**src/rtl/rv_shared_pipe_arbiter_pkg.sv**
```systemverilog
// Shared definitions for the round-robin arbitrated fixed-latency delay line.
package rv_shared_pipe_arbiter_pkg;

  // Index width that never collapses to zero, so a single requester still has a 1-bit tag.
  function automatic int unsigned clog2_min1(input int unsigned n);
    return (n > 1) ? $clog2(n) : 1;
  endfunction

endpackage

```
**src/rtl/rv_shared_pipe_arbiter_rr.sv**
```systemverilog
// Round-robin arbiter: the scan starts at the pointer, and the pointer moves past the winner only on an accepted grant.
module rv_rr_arbiter
  import rv_shared_pipe_arbiter_pkg::*;
#(
  parameter int unsigned NUM_REQS = 4,
  parameter int unsigned REQW     = clog2_min1(NUM_REQS)
) (
  input  logic                clk,
  input  logic                reset,
  input  logic [NUM_REQS-1:0] requests,
  input  logic                enable,
  output logic [NUM_REQS-1:0] grant,
  output logic [REQW-1:0]     grant_index,
  output logic                grant_valid
);

  logic [REQW-1:0] ptr;
  logic [REQW-1:0] idx;

  always_comb begin
    grant       = '0;
    grant_index = '0;
    grant_valid = 1'b0;
    idx         = '0;
    for (int unsigned k = 0; k < NUM_REQS; k++) begin
      idx = REQW'((32'(ptr) + k) % NUM_REQS);
      if (!grant_valid && requests[idx]) begin
        grant_valid = 1'b1;
        grant[idx]  = 1'b1;
        grant_index = idx;
      end
    end
  end

  // The enable is the pipeline advance, not req_ready, so there is no combinational loop through the consumer.
  always_ff @(posedge clk) begin
    if (reset) begin
      ptr <= '0;
    end else if (enable && grant_valid) begin
      ptr <= REQW'((32'(grant_index) + 1) % NUM_REQS);
    end
  end

endmodule

```
**src/rtl/rv_shared_pipe_arbiter.sv**
```systemverilog
// Shares one DEPTH-stage valid/data/tag delay line among NUM_REQS requesters; the whole line freezes on output back-pressure.
module rv_shared_pipe_arbiter
  import rv_shared_pipe_arbiter_pkg::*;
#(
  parameter int unsigned NUM_REQS = 4,
  parameter int unsigned DATAW    = 8,
  parameter int unsigned DEPTH    = 2,
  parameter int unsigned REQW     = clog2_min1(NUM_REQS)
) (
  input  logic                        clk,
  input  logic                        reset,
  input  logic [NUM_REQS-1:0]         req_valid,
  input  logic [NUM_REQS*DATAW-1:0]   req_data,
  output logic [NUM_REQS-1:0]         req_ready,
  output logic                        rsp_valid,
  output logic [DATAW-1:0]            rsp_data,
  output logic [REQW-1:0]             rsp_tag,
  input  logic                        rsp_ready,
  output logic [$clog2(DEPTH+1)-1:0]  occupancy
);

  localparam int unsigned OCCW = $clog2(DEPTH + 1);

  logic                advance;
  logic [NUM_REQS-1:0] grant;
  logic [REQW-1:0]     grant_idx;
  logic                grant_valid;
  logic [DATAW-1:0]    grant_data;

  logic [DEPTH-1:0]    stage_valid;
  logic [DATAW-1:0]    stage_data [DEPTH];
  logic [REQW-1:0]     stage_tag  [DEPTH];
  logic [DEPTH-1:0]    next_valid;
  logic [OCCW-1:0]     next_occ;

  assign advance = ~(rsp_valid & ~rsp_ready);

  rv_rr_arbiter #(
    .NUM_REQS (NUM_REQS),
    .REQW     (REQW)
  ) u_arb (
    .clk         (clk),
    .reset       (reset),
    .requests    (req_valid),
    .enable      (advance),
    .grant       (grant),
    .grant_index (grant_idx),
    .grant_valid (grant_valid)
  );

  assign req_ready = grant & {NUM_REQS{advance}};

  always_comb begin
    grant_data = '0;
    if (grant_valid) begin
      grant_data = req_data[32'(grant_idx)*DATAW +: DATAW];
    end
  end

  // Empty stages shift like full ones, so the occupancy is taken from the post-edge valid vector.
  always_comb begin
    next_valid = stage_valid;
    if (advance) begin
      for (int unsigned k = 1; k < DEPTH; k++) begin
        next_valid[k] = stage_valid[k-1];
      end
      next_valid[0] = grant_valid;
    end
    next_occ = '0;
    for (int unsigned k = 0; k < DEPTH; k++) begin
      next_occ = next_occ + OCCW'(next_valid[k]);
    end
  end

  always_ff @(posedge clk) begin
    if (reset) begin
      stage_valid <= '0;
      occupancy   <= '0;
      for (int unsigned k = 0; k < DEPTH; k++) begin
        stage_data[k] <= '0;
        stage_tag[k]  <= '0;
      end
    end else begin
      stage_valid <= next_valid;
      occupancy   <= next_occ;
      if (advance) begin
        for (int unsigned k = 1; k < DEPTH; k++) begin
          stage_data[k] <= stage_data[k-1];
          stage_tag[k]  <= stage_tag[k-1];
        end
        stage_data[0] <= grant_data;
        stage_tag[0]  <= grant_idx;
      end
    end
  end

  assign rsp_valid = stage_valid[DEPTH-1];
  assign rsp_data  = stage_data[DEPTH-1];
  assign rsp_tag   = stage_tag[DEPTH-1];

endmodule

```
**config.mk**
```make
export PLATFORM = sky130hd
export DESIGN_NAME = rv_shared_pipe_arbiter
export DESIGN_NICKNAME = d
export VERILOG_FILES = /design/src/rtl/rv_shared_pipe_arbiter_pkg.sv /design/src/rtl/rv_shared_pipe_arbiter_rr.sv /design/src/rtl/rv_shared_pipe_arbiter.sv
export SDC_FILE = /design/constraint.sdc
export NUM_CORES = 1
export LEC_CHECK = 0
export ABC_AREA = 1
export BUFFER_PORTS_ARGS = -buffer_cell sky130_fd_sc_hd__buf_2
export CORE_ASPECT_RATIO = 0.9
export CORE_MARGIN = 2
export CORE_UTILIZATION = 53
export DETAILED_ROUTE_END_ITERATION = 10
export PLACE_DENSITY = 0.93
export SYNTH_ARGS = -nofsm -noshare
export SYNTH_HDL_FRONTEND = slang
export SYNTH_HIERARCHICAL = 1
export SYNTH_SLANG_ARGS = --single-unit
```
**constraint.sdc**
```tcl
create_clock -name clk -period 2.65 [get_ports clk]
set_input_delay 0.53 -clock clk [delete_from_list [all_inputs] [get_ports clk]]
set_output_delay 0.53 -clock clk [all_outputs]
set_load 0.02 [all_outputs]
```
Word level (Yosys, flattened, before mapping) --
Memory sizes are Yosys's and may differ from the RTL's. Cells that the tools add are included.
Storage, ports and cells: register bits 6, memory bits (writable) 20, bits of input ports 39, output and inout bits 17, logic and storage cells 80, memories kept 2
Operators by class: add/sub/neg operators 5, order comparisons 8, shifts and indexed selects 1, muxes and demuxes 39, bitwise operators 11, reduce and logical (&&, ||, !) cells 11
Memories:
- stage_data | words 2, bits a word 8, rd ports 2, clocked after Yosys merged registers in 0, write ports 2, line rv_shared_pipe_arbiter.sv:31 | logic [DATAW-1:0] stage_data [DEPTH];
- stage_tag | words 2, bits a word 2, rd ports 2, clocked after Yosys merged registers in 0, write ports 2, line rv_shared_pipe_arbiter.sv:32 | logic [REQW-1:0] stage_tag [DEPTH];
Operator list (count):
- indexed part select 32 x 6 -> 8 bit | 1
- 2-to-1 mux 8 bit | 3
- 2-to-1 mux 1 bit | 17
- 2-to-1 mux 4 bit | 4
- 2-to-1 mux 2 bit | 7
- < comparator 2 x 3 -> 1 bit (second input constant) | 4
- OR 4 bit | 3
- binary-select mux 1 bit (select 2 bit) | 4
- demux 1 bit (select 2 bit) | 4
- greater-or-equal comparator 2 x 1 -> 1 bit (second input constant) | 4
- logical AND 1 bit | 8
- adder 2 x 1 -> 2 bit (second input constant) | 2
- adder 2 bit (second input constant) | 2
- AND 4 bit | 1
- OR 1 bit | 4
- zero test 1 bit | 3
- adder 1 x 1 -> 2 bit | 1
- NOT 1 bit | 2
- AND 1 bit | 1

Logic depth before layout (Yosys ltp) --
depth after elaboration 15, mapped depth 18, gate-level depth less buffers 16

Hierarchy --
The synthesis kept the hierarchy.
By module, submodules not included:
- rv_shared_pipe_arbiter | instances 1, cells an instance 179, area an instance 1392.6 um^2, sequential area each 680.7 um^2
- rv_rr_arbiter | instances 1, cells an instance 99, area an instance 621.8 um^2, sequential area each 40.0 um^2

Least setup slack after synthesis --
Ideal clock, no wire load.
path kind register to output, start point register u_arb.ptr[1], end point output port req_ready[1], arrival time 1.951 ns, required time 2.120 ns, slack 0.169 ns, cell stages (with the launch flop) 13, path buffers 0, cell sequence dfxtp_1 inv_2 ha_1 inv_1 nand3_1 nand2_2 nor2_1 inv_1 o22ai_1 a21oi_1 o21ai_0 inv_1 nor2_1
On the way: word-level cells in the longest chain between the ends 13, elaborated cells between the ends (all ways) 48, classes of those cells add/sub: 3; order compare: 8; mux: 23; bitwise: 4; reduce/logical: 10
RTL lines:
- start: declaration | line rv_shared_pipe_arbiter_rr.sv:17 | logic [REQW-1:0] ptr;
- start signal: assignment | line rv_shared_pipe_arbiter_rr.sv:40 | ptr <= REQW'((32'(grant_index) + 1) % NUM_REQS);
- branches (longest 11 deep; another with < comparator 2 x 3 -> 1 bit)
- 2-to-1 mux 4 bit * | line rv_shared_pipe_arbiter_rr.sv:27 | if (!grant_valid && requests[idx]) begin
- named net grant[1] | line rv_shared_pipe_arbiter.sv:25 | logic [NUM_REQS-1:0] grant;
- AND 4 bit * | line rv_shared_pipe_arbiter.sv:51 | assign req_ready = grant & {NUM_REQS{advance}};
- end: declaration | line rv_shared_pipe_arbiter.sv:14 | output logic [NUM_REQS-1:0] req_ready,
Mark *: on every way through the listed nets, which the timed path passes. The select of a mux whose other input is x is not followed.

Worst setup path after layout --
start point register u_arb.ptr[0], end point output port req_ready[3]
Same word-level chain as after synthesis.

==> impl_metrics.tcl <==
set metrics [dict create \
    antenna_left 0 \
    die_x_um 68.99 \
    diodes 0 \
    viasPerCell 4.930 \
    drc 0 \
    fin_crit_ns 2.526 \
    synth_most_common_cell "nand2_1" \
    leakagePower_uw 0.001332 \
    drv_slew 0 \
    wl_per_cell_um 11.60 \
    p_comb_share_pct 69.3 \
    crit_path_start_kind "register" \
    fin_skew_ns 0.003942 \
    syn_area_sq_um 2014 \
    synth_edf_count 20 \
    root_buffer "clkbuf_8" \
    postRouteWirelength_um 4304 \
    dieArea_sq_um 4311 \
    swShare_pct 50.37 \
    grt_max_degree 21 \
    nFillCells 313 \
    worstSetupPathType "reg -> out" \
    status "complete, no violations" \
    synth_common_cells "nand2_1 (68), inv_1 (67), nand3_1 (25)" \
    crit_buf_inv 5 \
    max_cap_viol_count 0 \
    synth_top_area_share_pct 29.81 \
    synth.distinct_cells 29 \
    maxSlewHeadroom_pct 43.31 \
    crit_path_end_kind "primary output" \
    holdCritPathClass "reg -> reg" \
    h-tree-depth 1 \
    critPathTopFamily "simple AND/OR/NAND/NOR gates" \
    row_count 21 \
    track_usage_pct 19.88 \
    path_clk_slew_ns 0.09 \
    clock_power_share_pct 7.9 \
    worstMarginPinSlew_ns 0.8483 \
    cpPeakStageDelay_ns 0.39 \
    drtPass1Iterations 4 \
    synth_top_cell_by_area "edfxtp_1" \
    worstPathRequired_ns 2.12 \
    grt_antenna_before_repair 0 \
    clk_latency_ns 0.27 \
    area_growth_pct 16.65 \
    ys_ff_latch 26 \
    final_core_util_pct 63.88 \
    grt_overflow_total 0 \
    irDropWorstVdd_mv 0.5460 \
    dp_hpwl_um 3360 \
    grt_pass1_vias 1642 \
    portBuffers 55 \
    gp_congestion 0.9045 \
    internal-power_uw 1439 \
    die_h_um 62.49 \
    cts-buffers-inserted 3 \
    syn_avg_cell_area_sq_um 7.246 \
    drive_gt1_share_pct 29.23 \
    synthTopCellsByArea "edfxtp_1 (30%), nand2_1 (13%), inv_1 (12%)" \
    cts_tree "built" \
    io_pins 56 \
    ys_warn_count 6 \
    post_cts_buffers 0 \
    p_seq_share_pct 22.8 \
    vias 1829 \
    post-route-period-util_pct 95.33 \
    timing.fmax_ghz 0.3959 \
    fin_nets 371 \
    arrival_ns 2.00 \
    synth_cells 278 \
    cts_sinks 26 \
    synth_ff_type "edfxtp_1" \
    powerDensity_nw_per_um2 1234 \
    power_switching_uw 1460 \
    syn_nets 323 \
    slowest_stage "dfxtp_4" \
    drtIter0Drc 136 \
    setup_viol 0 \
    clockBufferDepth 2 \
    coreArea_sq_um 3679 \
    ys_seq_area_share_pct 35.78 \
    cp_cell_sequence "inv_8 -> ha_4 -> inv_2 -> nand3_2 -> nand2_4 -> nand3_4 -> clkinv_4 -> nand2_1 -> o221ai_1 -> inv_1 -> nor2_1 -> buf_4" \
    grt_pass1_wl_um 6665 \
    synthArstFlopShare_pct 0 \
    cp_max_fo 9 \
    total_power_uw 2899 \
    start_util_pct 54.76 \
    hold_viol 0 \
]
==> cells in the final DEF, fill, tap and decap left out, drive strengths merged <==
cell	n
o21ai	3
buf	59
nand2	80
o221ai	2
a22oi	2
dfxtp	6
edfxtp	20
clkinv	3
nand3	30
a21oi	15
ha	6
inv	72
nand4	1
clkbuf	3
nor2	21
o22ai	2
==> sequential cells by signal, indices dropped and copies added (netlist names) <==
name         cells
stage_tag        4
occupancy        2
u_arb/ptr        2
stage_valid      2
stage_data      16
==> what timing repair did <==
action                                  CTS  global route
pin swaps                                 1             2
hold buffers                              0             0
gates resized for setup                   3            12
endpoints found under the setup margin    4             4
cloned                                    0             0
==> metrics by stage <==
| stage | hold WS [ns] | setup TNS [ns] | cell area (sq um) | setup WS (ns) | cells |
|---|---|---|---|---|---|
| 2_1_floorplan | 0.4411 | 0 | 2014 | 0.1687 | 278 |
| 3_3_place_gp | 0.4634 | 0 | 2253 | 0.2728 | 367 |
| 3_5_place_dp | 0.4717 | 0 | 2253 | 0.1971 | 367 |
| 4_1_cts | 0.4858 | 0 | 2315 | 0.05944 | 371 |
| 5_1_grt | 0.5042 | -0.001655 | 2350 | -0.001655 | 371 |
| 6_report | 0.4846 | 0 | 2350 | 0.1238 | 371 |
==> cells by family after synthesis <==
| group | after synthesis | synth area share, % |
|---|---|---|
| fa+ha+maj | 6 | 3.727 |
| flops | 26 | 35.78 |
| buf+inv | 90 | 21.55 |
| compound gates | 24 | 7.267 |
| simple gates | 132 | 31.68 |
==> power groups by stage <==
| stage | Combinational [uW] | Clock, uW | Sequential [uW] |
|---|---|---|---|
| finish | 2010 | 230 | 662 |
| global route | 2210 | 242 | 679 |
| CTS | 1920 | 229 | 656 |
| detailed placement | 1880 | 0 | 665 |
| global placement | 1800 | 0 | 655 |
| floorplan | 1570 | 0 | 676 |
==> metal layers <==
metal  share of wire (%)  track usage (%)  routed length, um  up-vias
met3                 4.5            1.441                192       11
met2                  53            35.82               2281       62
li1                    -                -                  -      931
met1                  40            24.37               1742      825
met5                   0                0                  0        -
met4                 2.0            6.373                 87        0
==> cell type report <==
cell class              instances  area [sq um]  area share [%]
clock inverters                 1         3.754          0.1597
well taps                      46         57.56           2.449
repair buffers                 59         326.6           13.90
clock buffers                   3         41.29           1.757
flip-flops and latches         26         725.7           30.88
multi-input cells             162         894.6           38.07
inverters                      74         300.3           12.78
==> worst register-to-register path: stages, from the launching register on <==
cell and delay (ns):
dfxtp_2 0.37, inv_4 0.07, ha_4 0.29, inv_2 0.05
nand3_2 0.08, nand2_4 0.08, a21oi_1 0.16, nand2_1 0.06
nand2_1 0.10, nand2_2 0.08, inv_1 0.25, buf_12 0.17
nand2_1 0.05, nand3_1 0.08, a21oi_1 0.09
==> path summary, 6_finish.rpt <==
path                                     start                to  slack, ns  cells after the start
worst max register to register    u_arb/ptr[1]  stage_data[0][0]       0.40                     14
worst min-delay path            stage_valid[0]    stage_valid[1]       0.48                      2
worst min register to register  stage_valid[0]    stage_valid[1]       0.48                      2
worst max-delay path              u_arb/ptr[0]      req_ready[3]       0.12                     12
Note: power is estimated with default switching activity, not from simulation.
